==> src/rtl/romulus_pdo_serializer.sv <==
// Output stage of the Romulus datapath: serializes a captured 128-bit pdo block MSB-first into
// outwidth-bit words, or checks a tag block against an expected-tag stream and reports pass/fail.
module romulus_pdo_serializer #(
    parameter int outwidth = 32
) (
    input  logic                clk,
    input  logic                rst,
    input  logic [127:0]        blk_i,
    input  logic [4:0]          blk_len,
    input  logic                blk_tag,
    input  logic                verify,
    input  logic                blk_load,
    output logic                blk_ready,
    output logic [outwidth-1:0] do_data,
    output logic                do_valid,
    output logic                do_last,
    input  logic                do_ready,
    input  logic [outwidth-1:0] exp_data,
    input  logic                exp_valid,
    output logic                exp_ready,
    output logic                tag_done,
    output logic                tag_ok,
    output logic [1:0]          dbg_state
);
    localparam int BPW = outwidth / 8;
    localparam logic [5:0] BPW6    = 6'(BPW);
    localparam logic [5:0] BPW6_M1 = 6'(BPW - 1);

    typedef enum logic [1:0] {IDLE, SEND, CHECK, RESULT} state_t;

    // Handshakes: a word moves on do_data when do_valid & do_ready are both high at posedge; an
    // expected-tag word is consumed when exp_valid & exp_ready are both high at posedge. A block is
    // captured when blk_load & blk_ready are both high at posedge. Valid outputs never depend on ready.
    state_t                state, state_nx;
    logic [127:0]          blk_r;
    logic [4:0]            len_r, nwords_r, idx_r;
    logic                  mismatch_r, tag_ok_r;
    logic [4:0]            len_in, nwords_in;
    logic [127:0]          shifted;
    logic [outwidth-1:0]   word, mask, word_m;
    logic                  last_word, exp_mis;

    assign len_in    = (blk_len > 5'd16) ? 5'd16 : blk_len;
    assign nwords_in = 5'((6'(len_in) + BPW6_M1) / BPW6);

    assign shifted   = blk_r << (idx_r * outwidth);
    assign word      = shifted[127 -: outwidth];
    assign last_word = (idx_r == nwords_r - 5'd1);

    // Byte lanes at or beyond the block length are masked out of both output and comparison.
    always_comb begin
        mask = '0;
        for (int j = 0; j < BPW; j++) begin
            if ((int'(idx_r) * BPW + j) < int'(len_r))
                mask[outwidth-1-8*j -: 8] = 8'hFF;
        end
    end

    assign word_m  = word & mask;
    assign exp_mis = |((exp_data ^ word) & mask);

    always_comb begin
        state_nx  = state;
        blk_ready = 1'b0;
        do_valid  = 1'b0;
        do_last   = 1'b0;
        do_data   = '0;
        exp_ready = 1'b0;
        tag_done  = 1'b0;
        case (state)
            IDLE: begin
                blk_ready = 1'b1;
                if (blk_load) begin
                    if (blk_tag && verify)   state_nx = CHECK;
                    else if (len_in != 5'd0) state_nx = SEND;
                end
            end
            SEND: begin
                do_valid = 1'b1;
                do_data  = word_m;
                do_last  = last_word;
                if (do_ready && last_word) state_nx = IDLE;
            end
            CHECK: begin
                if (len_r == 5'd0) begin
                    state_nx = RESULT;
                end else begin
                    exp_ready = 1'b1;
                    if (exp_valid && last_word) state_nx = RESULT;
                end
            end
            RESULT: begin
                tag_done = 1'b1;
                state_nx = IDLE;
            end
            default: state_nx = IDLE;
        endcase
        // Reset silences every output in the same cycle it is raised.
        if (rst) begin
            blk_ready = 1'b0;
            do_valid  = 1'b0;
            do_last   = 1'b0;
            do_data   = '0;
            exp_ready = 1'b0;
            tag_done  = 1'b0;
        end
    end

    always_ff @(posedge clk) begin
        if (rst) begin
            state      <= IDLE;
            blk_r      <= '0;
            len_r      <= '0;
            nwords_r   <= '0;
            idx_r      <= '0;
            mismatch_r <= 1'b0;
            tag_ok_r   <= 1'b0;
        end else begin
            state <= state_nx;
            case (state)
                IDLE: begin
                    if (blk_load) begin
                        blk_r    <= blk_i;
                        len_r    <= len_in;
                        nwords_r <= nwords_in;
                        idx_r    <= '0;
                        if (blk_tag && verify) begin
                            mismatch_r <= 1'b0;
                            tag_ok_r   <= 1'b0;
                        end
                    end
                end
                SEND: begin
                    if (do_ready && !last_word) idx_r <= idx_r + 5'd1;
                end
                CHECK: begin
                    if (len_r == 5'd0) begin
                        tag_ok_r <= 1'b1;
                    end else if (exp_valid) begin
                        mismatch_r <= mismatch_r | exp_mis;
                        idx_r      <= idx_r + 5'd1;
                        // Result is registered as RESULT is entered so it is valid with tag_done.
                        if (last_word) tag_ok_r <= !(mismatch_r | exp_mis);
                    end
                end
                default: ;
            endcase
        end
    end

    assign tag_ok    = tag_ok_r & !rst;
    assign dbg_state = state;
endmodule

==> config.mk <==
export PLATFORM = sky130hd
export DESIGN_NAME = romulus_pdo_serializer
export DESIGN_NICKNAME = d
export VERILOG_FILES = /design/src/rtl/romulus_pdo_serializer.sv
export SDC_FILE = /design/constraint.sdc
export NUM_CORES = 1
export LEC_CHECK = 0
export CAP_MARGIN = 15
export CORE_ASPECT_RATIO = 1.2
export CORE_MARGIN = 1.5
export CORE_UTILIZATION = 52
export CTS_CLUSTER_SIZE = 16
export DETAILED_ROUTE_END_ITERATION = 6
export GPL_ROUTABILITY_DRIVEN = 0
export PLACE_DENSITY = 0.95
export SKIP_CTS_REPAIR_TIMING = 1
export SLEW_MARGIN = 20
export SYNTH_ARGS = -nofsm -noshare
export SYNTH_HDL_FRONTEND = slang
export SYNTH_SLANG_ARGS = --single-unit
==> constraint.sdc <==
create_clock -name clk -period 6 [get_ports clk]
set_input_delay 0.6 -clock clk [delete_from_list [all_inputs] [get_ports clk]]
set_output_delay 0.6 -clock clk [all_outputs]
set_load 0.05 [all_outputs]
; Word-level counts from Yosys, hierarchy flattened
; Index checks and enable logic that the tools add are counted.
[word_totals]
reg_bits = 146
wordCells = 95
[op_classes]
addsub = 6
magnitude_cmp = 5
n_eq_ne = 14
shifts = 1
n_mux = 39
n_bitwise = 5
reduce_logical = 18
[op_table]
columns = operator, count
row1 = left shift 128 x 10 -> 128 bit, 1
row2 = bitwise AND 32 bit, 2
row3 = two-way mux 32 bit, 2
row4 = two-way mux 8 bit, 4
row5 = OR reduction 32 bit, 1
row6 = XOR 32 bit, 1
row7 = two-way mux 5 bit, 5
row8 = less-than comparator 8 x 5 -> 1 bit, 3
row9 = two-way mux 1 bit, 18
row10 = adder 7 x 2 -> 8 bit (second input constant), 2
row11 = case mux 5 bit (3 select lines), 1
row12 = AND reduction 5 bit, 3
row13 = two-way mux 2 bit, 6
row14 = inequality test 2 bit (second input constant), 6
row15 = inequality test 3 bit (second input constant), 4
row16 = adder 7 x 1 -> 8 bit (second input constant), 1
row17 = case mux 2 bit (4 select lines), 1
row18 = less-than comparator 7 x 5 -> 1 bit, 1
row19 = adder 5 x 2 -> 6 bit (second input constant), 1
row20 = adder 5 x 1 -> 5 bit (second input constant), 1
row21 = equality test 5 bit, 1
row22 = greater-than comparator 5 bit (second input constant), 1
row23 = zero test 5 bit, 1
row24 = nonzero test 5 bit, 1
row25 = other kinds (13), 20

; Logic depth before layout (Yosys ltp)
[logic_depth]
word_depth = 11
mapped_depth = 10

; Worst setup path after synthesis
; Ideal clock, no wire load.
[synth_timing]
path_type = register -> output
from = register state[0] (netlist: dbg_state[0])
to = output do_data[10]
t_arrival_ns = 3.095
path_slack_ns = 2.305
path_stages_with_launch = 5
n_path_buf = 0
path_cell_list = dfxtp_1 ha_1 nor2b_1 o311ai_1 nor2_1
[synth_between]
elab_chain_cells = 3
[synth_lines]
columns = item, line
row1 = from (decl), 34  ; state_t state, state_nx;
row2 = from (signal assigned), 119  ; state <= state_nx;
row3 = equality test 2 x 1 -> 1 bit, 70  ; case (state)
row4 = two-way mux 32 bit, 70
row5 = two-way mux 32 bit, 99  ; if (rst) begin
row6 = to (decl), 14  ; output logic [outwidth-1:0] do_data,
; Every way passes these cells.

; Worst setup path in the final report
[layout_timing]
from = register len_r[2]
to = output do_data[27]
[layout_between]
elab_chain_cells = 5
[layout_lines]
columns = item, line
row1 = from (decl), 36  ; logic [4:0] len_r, nwords_r, idx_r;
row2 = from (signal assigned), 124  ; len_r <= len_in;
row3 = less-than comparator 7 x 5 -> 1 bit, 54  ; if ((int'(idx_r) * BPW + j) < int'(len_r))
row4 = two-way mux 8 bit, 54
row5 = bitwise AND 32 bit, 59  ; assign word_m = word & mask;
row6 = two-way mux 32 bit, 70
row7 = two-way mux 32 bit, 99
; Every way passes these cells.

==> results.ini <==
[routing]
wire_per_inst_um = 16.5
vias = 7190
antenna_left = 0
vias_per_cell = 5.69
drt-total-wl_um = 20800
drtPass1Iterations = 7
first_iter_violations = 512
route.detailed.drc = 0

[placed_design]
hpwl_um = 14400
place_ws_ps = 2410
dp.cells = 1232
port_buffers = 211

[cells_and_area]
final_cell_count_no_fill = 1264
num-nets-final = 1263
fillers = 1006
num_antenna_cells = 0
area_growth_pct = 37.4
drive_above_1_share = 0.0741

[setup_path]
start_kind = flip-flop
crit_chain = inv_1 -> ha_1 -> nor3b_1 -> o21a_1 -> o21ai_0 -> nand2_1 -> nor2_1 -> and2_1 -> clkdlybuf4s50_1
cp_num_buf_inv = 2
max_stage_delay_ps = 820
crit_family = simple AND/OR/NAND/NOR gates
crit_path_end_kind = primary output
worstPathRequired_ps = 5400
crit_arrival_ps = 3230
crit_path_max_fanout = 8
critical_path_class = flip-flop to primary output
crit_path_top_delay_cell = clkdlybuf4s50_1

[cts]
cts_tree = yes
insertion_delay_ps = 410
clockBufferDepth = 2
htreeDepth = 4
cts_root_buf = clkbuf_16
clock-sinks = 146
cts_buffers = 17
clk_pin_slew_ps = 60

[status]
status = completed

[power]
p_leak_nw = 3.58
pwr_density_cell_nw_per_um2 = 372
ir_drop_mv = 0.471
power_mw = 3.71

[synthesis]
synth_top_area_cell = dfxtp_1
avgSynthCellArea_um2 = 8.04
netlist_instances = 903
yosys_warnings = 0
yosysSeqAreaShare = 0.403
ys_types = 49
post-synth-top-count-cell = nand2_1
syn-num-nets = 1086
synth_ff_type = dfxtp_1
synth_area_um2 = 7260
synth-seq-cells = 146
synth_edf_count = 0
synth-async-reset-ratio = 0
synthTopCellsByArea = dfxtp_1 40%, nand2_1 15%, a21oi_1 11%
synth.top_cell.area_share = 0.403
netlist_top_cells_count = 288 x nand2_1, 153 x a21oi_1, 146 x dfxtp_1

[timing]
finalSetupViolations = 0
hold_violations = 0
worst_pin_slew_ps = 823
slew_headroom = 0.451
period_minus_slack_ps = 3830
max_freq_mhz = 261
skew_ps = 12.2
worst_slack_ps = 2170
grt_setup_unrepaired = false
drv_slew = 0
fin_crit_sh = 0.638
tns_ps = 0

[floorplan]
die_x_um = 111
initial_core_util = 0.530
rows = 47
ioPinCount = 212
fp.dieH_um = 132
dieArea_um2 = 14700
design.core.area_um2 = 13700

[grt]
grt_pass1_vias = 7143
use_met1 = 0.304
grtUsageMet2 = 0.503
antenna_found_initial = 0
grt_use_met3 = 0.0490
grt_max_degree = 87
grt_pass1_wl_um = 33200
grt_overflow = 0
grt_use_total = 0.279
grt.busiest_layer = met2

[hold_path]
hp-class = flip-flop to flip-flop

[flow_run]
max_cap_violations = 0

-- layout make-up --
type	instances	area, um^2	share of cell area
clock buffers	19	453	0.0454
clock inverters	13	134	0.0134
inverters	15	56.3	0.00565
multi-input cells	681	4020	0.403
flip-flops and latches	146	2930	0.293
well taps	171	214	0.0215
repair buffers	219	2170	0.218
-- worst min-delay path: stages, from the launching register on --
cell and delay (ps):
dfxtp_1 310, nand2_1 50, a21oi_1 50
-- kinds of logic (layout without fill, tap and decap cells) --
logic type	after synthesis	after routing	synth area share
AND/OR/NAND/NOR	400	400	0.236
AO/OA/AOI/OAI	212	212	0.164
flip-flops	146	146	0.403
buffers and inverters	76	266	0.0457
multiplexers	35	35	0.105
XOR/XNOR	23	23	0.0278
adder cells (fa/ha/maj)	11	11	0.0190
-- metal layers --
metal	vias up	routed length (um)	part of all wire
met5	-	0	0
met4	0	1030	0.050
met3	69	1080	0.052
met2	266	10900	0.52
met1	3410	7790	0.37
li1	3445	-	-
-- layout by cell type (no fill, tap or decap), types with 9 or more instances in the layout --
cell	n
nand3_1	13
inv_1	15
a21oi_1	153
and2_1	11
o21a_1	9
clkdlybuf4s50_1	210
clkbuf_16	17
ha_1	11
nand2_1	287
mux4_2	29
dfxtp_1	144
o21ai_0	10
buf_4	9
xnor2_1	20
o21ai_1	9
nor2_1	28
nor2b_1	14
-- metrics by stage --
step / utilization / hold WS, ps / instance area (um^2)
global placement: 0.685 / 438 / 9380
finish: 0.728 / 454 / 9970
detailed placement: 0.685 / 445 / 9380
global route: 0.728 / 467 / 9970
floorplan: - / 432 / 7260
CTS: 0.728 / 453 / 9970
-- sequential cells by signal (all words and copies together), names as in the netlist --
name / cells
tag_ok_r: 1
mismatch_r: 1
nwords_r: 4
len_r: 5
idx_r: 5
blk_r: 128
dbg_state: 2
-- final timing paths --
path                          start                 endpoint  slack, ps  cells after the start
min          blk_r[68]$_SDFFE_PP0P_   blk_r[68]$_SDFFE_PP0P_        450                      2
max           len_r[2]$_SDFFE_PP0P_              do_data[27]       2170                      9
min reg2reg  blk_r[68]$_SDFFE_PP0P_   blk_r[68]$_SDFFE_PP0P_        450                      2
max reg2reg   idx_r[1]$_SDFFE_PP0P_  mismatch_r$_SDFFE_PP0P_       3010                      8
-- power by group --
part	internal, mW	switching [mW]
combinational	0.594	0.817
clock	0.633	0.410
sequential	1.15	0.102
total	2.38	1.33
Power figures use the tool's default switching activity.
